$ cat src/rtl/fpu_pkg.sv
// Shared definitions for the FPU Wishbone slave adapter.
//   fpu_wb_state_t   : adapter state machine encoding
//   FPU_BASE_ADDR    : default base of the FPU register window
//   FPU_TIMEOUT_DATA : read data returned when a register access times out
package fpu_pkg;

  localparam logic [31:0] FPU_BASE_ADDR    = 32'h3000_0000;
  localparam logic [31:0] FPU_TIMEOUT_DATA = 32'hDEAD_BEEF;

  typedef enum logic [2:0] {
    StIdle,
    StRmwRd,
    StAccess,
    StWait,
    StResp
  } fpu_wb_state_t;

endpackage

$ cat src/rtl/fpu_wb_byte_merge.sv
// Byte-lane merge for partial writes.
//   i_sel    : byte selects, 1 = take the byte from i_wdata
//   i_wdata  : bus write data
//   i_rdata  : register read-back data
//   o_merged : merged word
module fpu_wb_byte_merge
  import fpu_pkg::*;
(
  input  logic [3:0]  i_sel,
  input  logic [31:0] i_wdata,
  input  logic [31:0] i_rdata,
  output logic [31:0] o_merged
);

  always_comb begin
    o_merged = i_rdata;
    for (int b = 0; b < 4; b++) begin
      if (i_sel[b]) o_merged[8*b +: 8] = i_wdata[8*b +: 8];
    end
  end

endmodule

$ cat src/rtl/fpu_wb_slave.sv
// Wishbone B4 classic slave adapter for the FPU register block.
// Turns each in-window bus cycle into a single-cycle register-block access,
// with read-modify-write for partial-byte writes and a registered bus ack.
// Optional WAIT-state timeout enabled by defining FPU_WB_TIMEOUT_EN.
// Ports:
//   clk, rst_l                    : clock, asynchronous active-low reset
//   wbs_cyc_i/stb_i/we_i/sel_i/adr_i/dat_i : Wishbone request
//   wbs_ack_o, wbs_dat_o          : registered Wishbone response
//   addr, wren, wrdata            : register-block access (addr = 0 when idle)
//   reg_ack, reg_rddata           : register-block combinational response
module fpu_wb_slave
  import fpu_pkg::*;
#(
  parameter logic [31:0] BASE_ADDR      = FPU_BASE_ADDR,
  parameter logic [31:0] ADDR_MASK      = 32'hFFFF_FF00,
  parameter int unsigned TIMEOUT_CYCLES = 255
) (
  input  logic        clk,
  input  logic        rst_l,
  input  logic        wbs_cyc_i,
  input  logic        wbs_stb_i,
  input  logic        wbs_we_i,
  input  logic [3:0]  wbs_sel_i,
  input  logic [31:0] wbs_adr_i,
  input  logic [31:0] wbs_dat_i,
  output logic        wbs_ack_o,
  output logic [31:0] wbs_dat_o,
  output logic [31:0] addr,
  output logic        wren,
  output logic [31:0] wrdata,
  input  logic        reg_ack,
  input  logic [31:0] reg_rddata
);

  fpu_wb_state_t r_state, w_state_d;

  logic [31:0] r_adr, r_dat, r_merged, r_dat_o, w_dat_o_d, w_merged;
  logic [3:0]  r_sel;
  logic        r_we, r_ack, w_ack_d;
  logic        w_latch, w_rmw_cap, w_in_window, w_req;

  assign w_in_window = (wbs_adr_i & ADDR_MASK) == BASE_ADDR;
  // The !r_ack gate keeps a strobe still held during RESP from being taken twice.
  assign w_req       = wbs_cyc_i & wbs_stb_i & w_in_window & ~r_ack;

  assign wbs_ack_o = r_ack;
  assign wbs_dat_o = r_dat_o;

  fpu_wb_byte_merge u_merge (
    .i_sel    (r_sel),
    .i_wdata  (r_dat),
    .i_rdata  (reg_rddata),
    .o_merged (w_merged)
  );

`ifdef FPU_WB_TIMEOUT_EN
  localparam int unsigned CntW = (TIMEOUT_CYCLES > 0) ? $clog2(TIMEOUT_CYCLES + 1) : 1;
  logic [CntW-1:0] r_cnt, w_cnt_d;
`else
  logic w_unused_timeout;
  assign w_unused_timeout = ^{TIMEOUT_CYCLES, FPU_TIMEOUT_DATA};
`endif

  always_comb begin
    w_state_d = r_state;
    w_ack_d   = 1'b0;
    w_dat_o_d = r_dat_o;
    w_latch   = 1'b0;
    w_rmw_cap = 1'b0;
    addr      = 32'h0;
    wren      = 1'b0;
    wrdata    = 32'h0;
`ifdef FPU_WB_TIMEOUT_EN
    w_cnt_d   = r_cnt;
`endif

    unique case (r_state)
      StIdle: begin
        if (w_req) begin
          w_latch = 1'b1;
          if (wbs_we_i && (wbs_sel_i == 4'h0)) begin
            // Nothing to write: respond without touching the register block.
            w_state_d = StResp;
            w_ack_d   = 1'b1;
            w_dat_o_d = 32'h0;
          end else if (wbs_we_i && (wbs_sel_i != 4'hF)) begin
            w_state_d = StRmwRd;
          end else begin
            w_state_d = StAccess;
          end
        end
      end
      StRmwRd: begin
        addr      = r_adr;
        w_rmw_cap = 1'b1;
        w_state_d = StAccess;
      end
      StAccess: begin
        addr   = r_adr;
        wren   = r_we;
        wrdata = !r_we ? 32'h0 : (r_sel == 4'hF) ? r_dat : r_merged;
        if (reg_ack) begin
          w_state_d = StResp;
          w_ack_d   = 1'b1;
          w_dat_o_d = r_we ? 32'h0 : reg_rddata;
        end else begin
          w_state_d = StWait;
        end
      end
      StWait: begin
        addr = r_adr;
        if (reg_ack) begin
          w_state_d = StResp;
          w_ack_d   = 1'b1;
          w_dat_o_d = r_we ? 32'h0 : reg_rddata;
        end else begin
`ifdef FPU_WB_TIMEOUT_EN
          if (int'(r_cnt) + 1 >= int'(TIMEOUT_CYCLES)) begin
            w_state_d = StResp;
            w_ack_d   = 1'b1;
            w_dat_o_d = FPU_TIMEOUT_DATA;
          end else begin
            w_cnt_d = r_cnt + 1'b1;
          end
`endif
        end
      end
      StResp: begin
        w_state_d = StIdle;
      end
      default: begin
        w_state_d = StIdle;
      end
    endcase

    // Cycle dropped mid-transaction: abandon silently. A write already driven
    // in ACCESS this cycle still reaches the register block.
    if (!wbs_cyc_i && (r_state != StIdle)) begin
      w_state_d = StIdle;
      w_ack_d   = 1'b0;
      w_dat_o_d = r_dat_o;
    end

`ifdef FPU_WB_TIMEOUT_EN
    if (w_state_d == StAccess) w_cnt_d = '0;
`endif
  end

  always_ff @(posedge clk or negedge rst_l) begin
    if (!rst_l) begin
      r_state  <= StIdle;
      r_ack    <= 1'b0;
      r_dat_o  <= 32'h0;
      r_adr    <= 32'h0;
      r_we     <= 1'b0;
      r_sel    <= 4'h0;
      r_dat    <= 32'h0;
      r_merged <= 32'h0;
    end else begin
      r_state <= w_state_d;
      r_ack   <= w_ack_d;
      r_dat_o <= w_dat_o_d;
      if (w_latch) begin
        r_adr <= wbs_adr_i;
        r_we  <= wbs_we_i;
        r_sel <= wbs_sel_i;
        r_dat <= wbs_dat_i;
      end
      if (w_rmw_cap) r_merged <= w_merged;
    end
  end

`ifdef FPU_WB_TIMEOUT_EN
  always_ff @(posedge clk or negedge rst_l) begin
    if (!rst_l) r_cnt <= '0;
    else        r_cnt <= w_cnt_d;
  end
`endif

endmodule

$ cat config.mk
export PLATFORM = sky130hd
export DESIGN_NAME = fpu_wb_slave
export DESIGN_NICKNAME = d
export VERILOG_FILES = /design/src/rtl/fpu_pkg.sv /design/src/rtl/fpu_wb_byte_merge.sv /design/src/rtl/fpu_wb_slave.sv
export SDC_FILE = /design/constraint.sdc
export NUM_CORES = 1
export LEC_CHECK = 0
export ABC_AREA = 1
export ABC_CLOCK_PERIOD_IN_PS = 1600
export CAP_MARGIN = 20
export CELL_PAD_IN_SITES_DETAIL_PLACEMENT = 2
export CELL_PAD_IN_SITES_GLOBAL_PLACEMENT = 2
export CORE_UTILIZATION = 26
export CTS_CLUSTER_DIAMETER = 120
export CTS_CLUSTER_SIZE = 12
export DETAILED_ROUTE_END_ITERATION = 6
export PLACE_DENSITY_LB_ADDON = 0.1
export SYNTH_ARGS = -nofsm -noshare
export SYNTH_HDL_FRONTEND = slang
export SYNTH_SLANG_ARGS = --single-unit
$ cat constraint.sdc
create_clock -name clk -period 1.6 [get_ports clk]
set_clock_uncertainty 0.05 [all_clocks]
set_input_delay 0.32 -clock clk [delete_from_list [all_inputs] [get_ports clk]]
set_output_delay 0.32 -clock clk [all_outputs]
set_load 0.05 [all_outputs]
==> results of run 1 <==
## power groups by stage
stage	registers [uW]	logic [uW]	clock network, uW
after detailed placement	4920	9320	0
after global placement	4900	9090	0
after CTS	4870	10600	4110
final	5050	11700	4120
after global routing	5120	12200	4310
after floorplan	5770	4250	0
## area by class of cell
| type | count | area [um2] | area share [%] |
|---|---|---|---|
| clock inverter | 13 | 147.6 | 1.102 |
| multi-input combinational | 638 | 4170 | 31.14 |
| timing repair buffer | 307 | 4414 | 32.96 |
| clock buffer | 19 | 442.9 | 3.307 |
| sequential | 137 | 3431 | 25.62 |
| inverter | 99 | 374.1 | 2.793 |
| tap | 330 | 412.9 | 3.083 |
## Yosys cell counts, drive strengths merged
master	instances	area [um2]
nor3	63	326.6
clkbuf	22	82.58
or2	2	12.52
buf	31	188.9
nand4	3	18.77
nand3b	1	7.510
nand2	339	1282
inv	99	371.6
nor2	142	550.5
o21ai	46	230.2
nand3	37	185.2
a21oi	4	23.77
dfrtp	137	3428
## final timing paths
check / endpoint
worst max-delay path: wrdata[21]
worst min-delay path: r_adr[14]
worst max register to register: wbs_dat_o[3]
worst min register to register: r_merged[13]
max in group asynchronous: r_merged[8]
min in group clk: r_dat[24]
## metal layers
metal / routed length [um] / track usage [%] / part of all wire [%]
met3: 1381 / 4.813 / 3.8
met5: 0 / 0 / 0
met2: 19870 / 43.92 / 54
met1: 14570 / 29.37 / 40
met4: 871 / 7.094 / 2.4
## logic make-up (layout without fill, tap and decap cells)
logic type / count (synthesis) / count (layout) / synth area share [%]
and+or+nand+nor: 587 / 588 / 35.53
buffers and inverters: 152 / 438 / 9.586
DFF: 137 / 137 / 51.10
AOI/OAI and AO/OA: 50 / 50 / 3.786
## through the flow
| step | area [um2] | total power (uW) |
|---|---|---|
| 6_report | 13390 | 20860 |
| 3_3_place_gp | 10850 | 13990 |
| 2_1_floorplan | 7456 | 10020 |
| 5_1_grt | 13390 | 21630 |
| 3_5_place_dp | 10850 | 14240 |
| 4_1_cts | 12300 | 19560 |
## registers in the layout (all words and copies together) (netlist names)
name and flops:
wbs_dat_o 32, wbs_ack_o 1, r_sel 4, r_state 3
r_dat 32, r_adr 32, r_we 1, r_merged 32
## layout by cell type (no fill, tap or decap), types with 13 or more instances in the layout
master | Yosys | final
buf_12 | 0 | 97
buf_16 | 0 | 14
buf_4 | 7 | 32
buf_6 | 3 | 40
buf_8 | 0 | 13
clkbuf_16 | 0 | 23
clkdlybuf4s50_1 | 0 | 104
dfrtp_1 | 137 | 135
inv_1 | 98 | 94
nand2_1 | 337 | 217
nand2_2 | 1 | 67
nand2_4 | 1 | 52
nand3_1 | 37 | 24
nor2_1 | 139 | 80
nor2_4 | 2 | 52
nor3_1 | 62 | 30
nor3_4 | 1 | 33
o21ai_0 | 39 | 34
## repair_timing
action,CTS,global route
buffers inserted,20,11
setup endpoints to repair,161,170
gates resized for setup,84,268
hold endpoints to repair,25,0
pin swaps,24,70
gates cloned,14,7
hold buffers,1,0
==> reports/results.ini, run 1 <==
[global_routing]
grt_max_degree = 38
grt_usage_pct = 24.44
antenna_found_initial = 0
overflow = 0
grt_pass1_vias = 8276
grt_first_pass_wirelength_mm = 48.26

[floorplanning]
die_width_um = 162.6
initial_core_util_pct = 26.57
fp.dieArea_um2 = 26450
die_h_um = 162.6
rows = 58
core_um2 = 25250
pin_count = 204

[sta]
fin_setup_tns_ps = -73280
whs_ps = 268.9
hold_viol_final = 0
worst_slew_pin_slew_ps = 494.8
setup_ws_ps = -603.0
drv_slew = 0
grt_setup_unrepaired = true
finalCriticalPeriod_ps = 2203
setup_viol = 174
finalCritPeriodShare_pct = 137.7
maxSlewHeadroom_pct = 66.76
fmax_ghz = 0.4539

[power]
vdd_drop_max_mv = 1.181
pwr-share-seq_pct = 24.2
leakage_uw = 0.006287
clkPwrFrac_pct = 19.7
p_int_uw = 11510
pwr-share-comb_pct = 56.1
switching_share_pct = 44.81
p_switching_uw = 9344
power_density_nw_per_um2 = 1557

[drt]
drc = 0
vias = 7483
routed_wl_mm = 36.69
final_antenna_net_count = 0
first_iter_violations = 267
viasPerCell = 4.850
dr.pass1.iters = 4
wl_per_cell_um = 23.78

[clock_network]
cts-root-buf = clkbuf_16
clk_latency_ps = 440
ctsLongestPathBuffers = 2
cts_num_sinks = 137
cts.clk_slew.worst_paths_ps = 70
h-tree-depth = 4
cts_buffers = 17
cts_tree = built

[critical_path]
slowest_stage = dfrtp_1
start_kind = register
cp.arrival_ps = 1830
crit_buf_inv = 2
rrSetupSlack_ps = -540
cp-startpoint = r_sel[2]
crit_family = simple AND/OR/NAND/NOR gates
regToRegStartpoint = r_state[1]
crit_required_ps = 1230
path_depth = 6
reg2regPathDepth = 12
path_common_cell = buf_12
critPathKind = reg -> out
path_cells = nand2_4 -> nor2_4 -> buf_12 -> nor2_1 -> nor3_4 -> buf_12
crit_path_max_fanout = 25
slowest_delay_ps = 390
worstSetupEndpointType = output pin

[synth]
synth.net_count = 1032
syn_avg_cell_area_um2 = 7.245
netlist_instances = 926
ys_seq_area_share_pct = 51.10
ys_types = 25
ys_ff_latch = 137
ys_warn_count = 0
synth.cell_area_um2 = 6709

[layout]
drive_above_1_share_pct = 39.98
fill_cells = 2569
nets = 1306
area_growth_pct = 99.63
diodes = 0
stdcell_count = 1543
final_util_pct = 53.03

[run_status]
violations = setup timing
status = finished, violations left

[min_path]
min_path_type = in -> async

[placed_design]
place_ws_ps = -534.6
place_congestion = 0.7274
numPlacedInstances = 1466
numPortBuffers = 203
dpl.hpwl_mm = 19.23

[job]
cap_viol_max_count = 0

(Power assumes the default switching activity.)
==> run 2: changes to the inputs <==
CTS_CLUSTER_DIAMETER = not set   (was 120)
SLEW_MARGIN = 20   (was not set)
==> results of run 2 <==
Same layout as run 1: the final DEF is identical, and so are final timing and power.
==> run 3: changes to the inputs <==
SETUP_SLACK_MARGIN = 0.05   (was not set)
==> reports/results.ini, run 3 (synthesis results as in run 1) <==
[sta]
fin_setup_tns_ps = -88680  ; -15400 ps
worst_slew_pin_slew_ps = 522.6  ; +27.74 ps
finalCriticalPeriod_ps = 2382  ; +178.8 ps
fmax_ghz = 0.4199  ; -7.5%
drv_slew = 0  ; unchanged
finalCritPeriodShare_pct = 148.9  ; +11 points
maxSlewHeadroom_pct = 64.79  ; -2.0 points
setup_ws_ps = -781.8  ; -178.8 ps
hold_viol_final = 0  ; unchanged
grt_setup_unrepaired = true
setup_viol = 203  ; +17%

[critical_path]
slowest_delay_ps = 450  ; +60 ps
cp.arrival_ps = 2010  ; +180 ps
crit_required_ps = 1230  ; about the same
crit_family = simple AND/OR/NAND/NOR gates
path_depth = 7  ; +1
reg2reg_to = r_sel[0]
regToRegStartpoint = r_state[1]
worstSetupEndpointType = output pin
start_kind = register
reg2regPathDepth = 12  ; unchanged
rrSetupSlack_ps = -500  ; +40 ps
critPathKind = reg -> out
crit_path_max_fanout = 9  ; -64%
crit_buf_inv = 3  ; +1
path_cells = nand2_4 -> nor2_4 -> buf_4 -> buf_8 -> nor2_1 -> nor3_4 -> buf_12
slowest_stage = dfrtp_1

[floorplanning]
pin_count = 204  ; unchanged
initial_core_util_pct = 26.57  ; unchanged
die_h_um = 162.6  ; unchanged
die_width_um = 162.6  ; unchanged
rows = 58  ; unchanged
core_um2 = 25250  ; unchanged
fp.dieArea_um2 = 26450  ; unchanged

[clock_network]
cts_tree = built
h-tree-depth = 4  ; unchanged
cts.clk_slew.worst_paths_ps = 70  ; about the same
cts_num_sinks = 137  ; unchanged
clk_latency_ps = 450  ; about the same
cts_buffers = 17  ; unchanged
ctsLongestPathBuffers = 2  ; unchanged
cts-root-buf = clkbuf_16

[global_routing]
antenna_found_initial = 1  ; +1
overflow = 0  ; unchanged
grt_pass1_vias = 8975  ; +8.4%
grt_first_pass_wirelength_mm = 57.07  ; +18%
grt_usage_pct = 29.74  ; +5.3 points
grt_max_degree = 38  ; unchanged

[placed_design]
numPortBuffers = 203  ; unchanged
place_congestion = 0.7510  ; +3.2%
dpl.hpwl_mm = 18.92  ; -1.6%
place_ws_ps = -429.8  ; +104.8 ps

[job]
cap_viol_max_count = 0  ; unchanged

[power]
vdd_drop_max_mv = 1.228  ; +4.0%
power_density_nw_per_um2 = 1603  ; +2.9%
leakage_uw = 0.006842  ; +8.8%

[drt]
vias = 8216  ; +9.8%
viasPerCell = 5.240  ; +8.0%
routed_wl_mm = 47.48  ; +29%
wl_per_cell_um = 30.28  ; +27%
final_antenna_net_count = 0  ; unchanged
first_iter_violations = 465  ; +74%
drc = 0  ; unchanged
dr.pass1.iters = 5  ; +1

[layout]
drive_above_1_share_pct = 51.82  ; +12 points
nets = 1330  ; +1.8%
area_growth_pct = 118.5
mostFrequentLayoutCell = dfrtp_1
most-common-layout-cells = dfrtp_1, nand2_1, nand2_2
final_util_pct = 58.05  ; +5.0 points

[run_status]
violations = setup timing
status = finished, violations left

[min_path]
min_path_type = in -> async

-- run 3: changes by cell type in the layout (fill, tap and decap cells not counted), moves of 9 or more --
| cell | previous run | this run |
|---|---|---|
| buf_8 | 13 | 30 |
| nand2_4 | 52 | 93 |
| nand2_2 | 67 | 117 |
| buf_12 | 97 | 110 |
| nand3_2 | 9 | 20 |
| nand2_1 | 217 | 125 |
| nand3_4 | 4 | 13 |
| nand3_1 | 24 | 4 |
-- run 3: worst max path at each step --
stage                             start       endpoint  slack (ps)
after global routing           r_sel[1]      wrdata[2]        -810
after global placement    wbs_adr_i[29]  wbs_dat_o[19]        -370
after floorplan              r_state[2]     wrdata[14]        -230
after CTS                      r_sel[2]     wrdata[15]        -630
after detailed placement  wbs_adr_i[26]  wbs_dat_o[10]        -430
final                          r_sel[2]      wrdata[2]        -780
-- run 3: routing by layer --
metal  track usage, %  share of wire (%)
met1            34.63                 38
met2            54.31                 53
met3            4.227                4.4
met4            12.36                5.4
met5                0                  0
-- run 3: what timing repair did --
action | CTS | global route
hold buffers | 1 | 0
hold endpoints to repair | 31 | 0
endpoints found under the setup margin | 168 | 196
cloned | 24 | 6
buffers inserted | 40 | 26
pin swaps | 68 | 83
resized for setup | 261 | 338
-- run 3: layout make-up --
| cell class | count | area, um2 |
|---|---|---|
| inverters | 99 | 396.6 |
| clock buffers | 21 | 470.5 |
| well taps | 330 | 412.9 |
| diodes | 1 | 2.502 |
| repair buffers | 332 | 4822 |
| clock inverters | 11 | 240.2 |
| fillers | 2356 | 10600 |
| flip-flops and latches | 137 | 3431 |
| multi-input cells | 637 | 4883 |
-- run 3: stage by stage --
step	cells	area, um2	power [uW]	hold slack (ps)
global route	1568	14660	24060	373.5
detailed placement	1462	10880	14130	226.4
finish	1568	14660	23500	337.9
global placement	1462	10880	13910	224.5
CTS	1556	13460	20990	336.9
floorplan	926	7476	10080	-25.59
-- run 3: power breakdown --
group	switching (uW)	total, uW	internal, uW
sequential	967	5200	4230
combinational	7840	13200	5360
clock	1880	5100	3220
total	10700	23500	12800
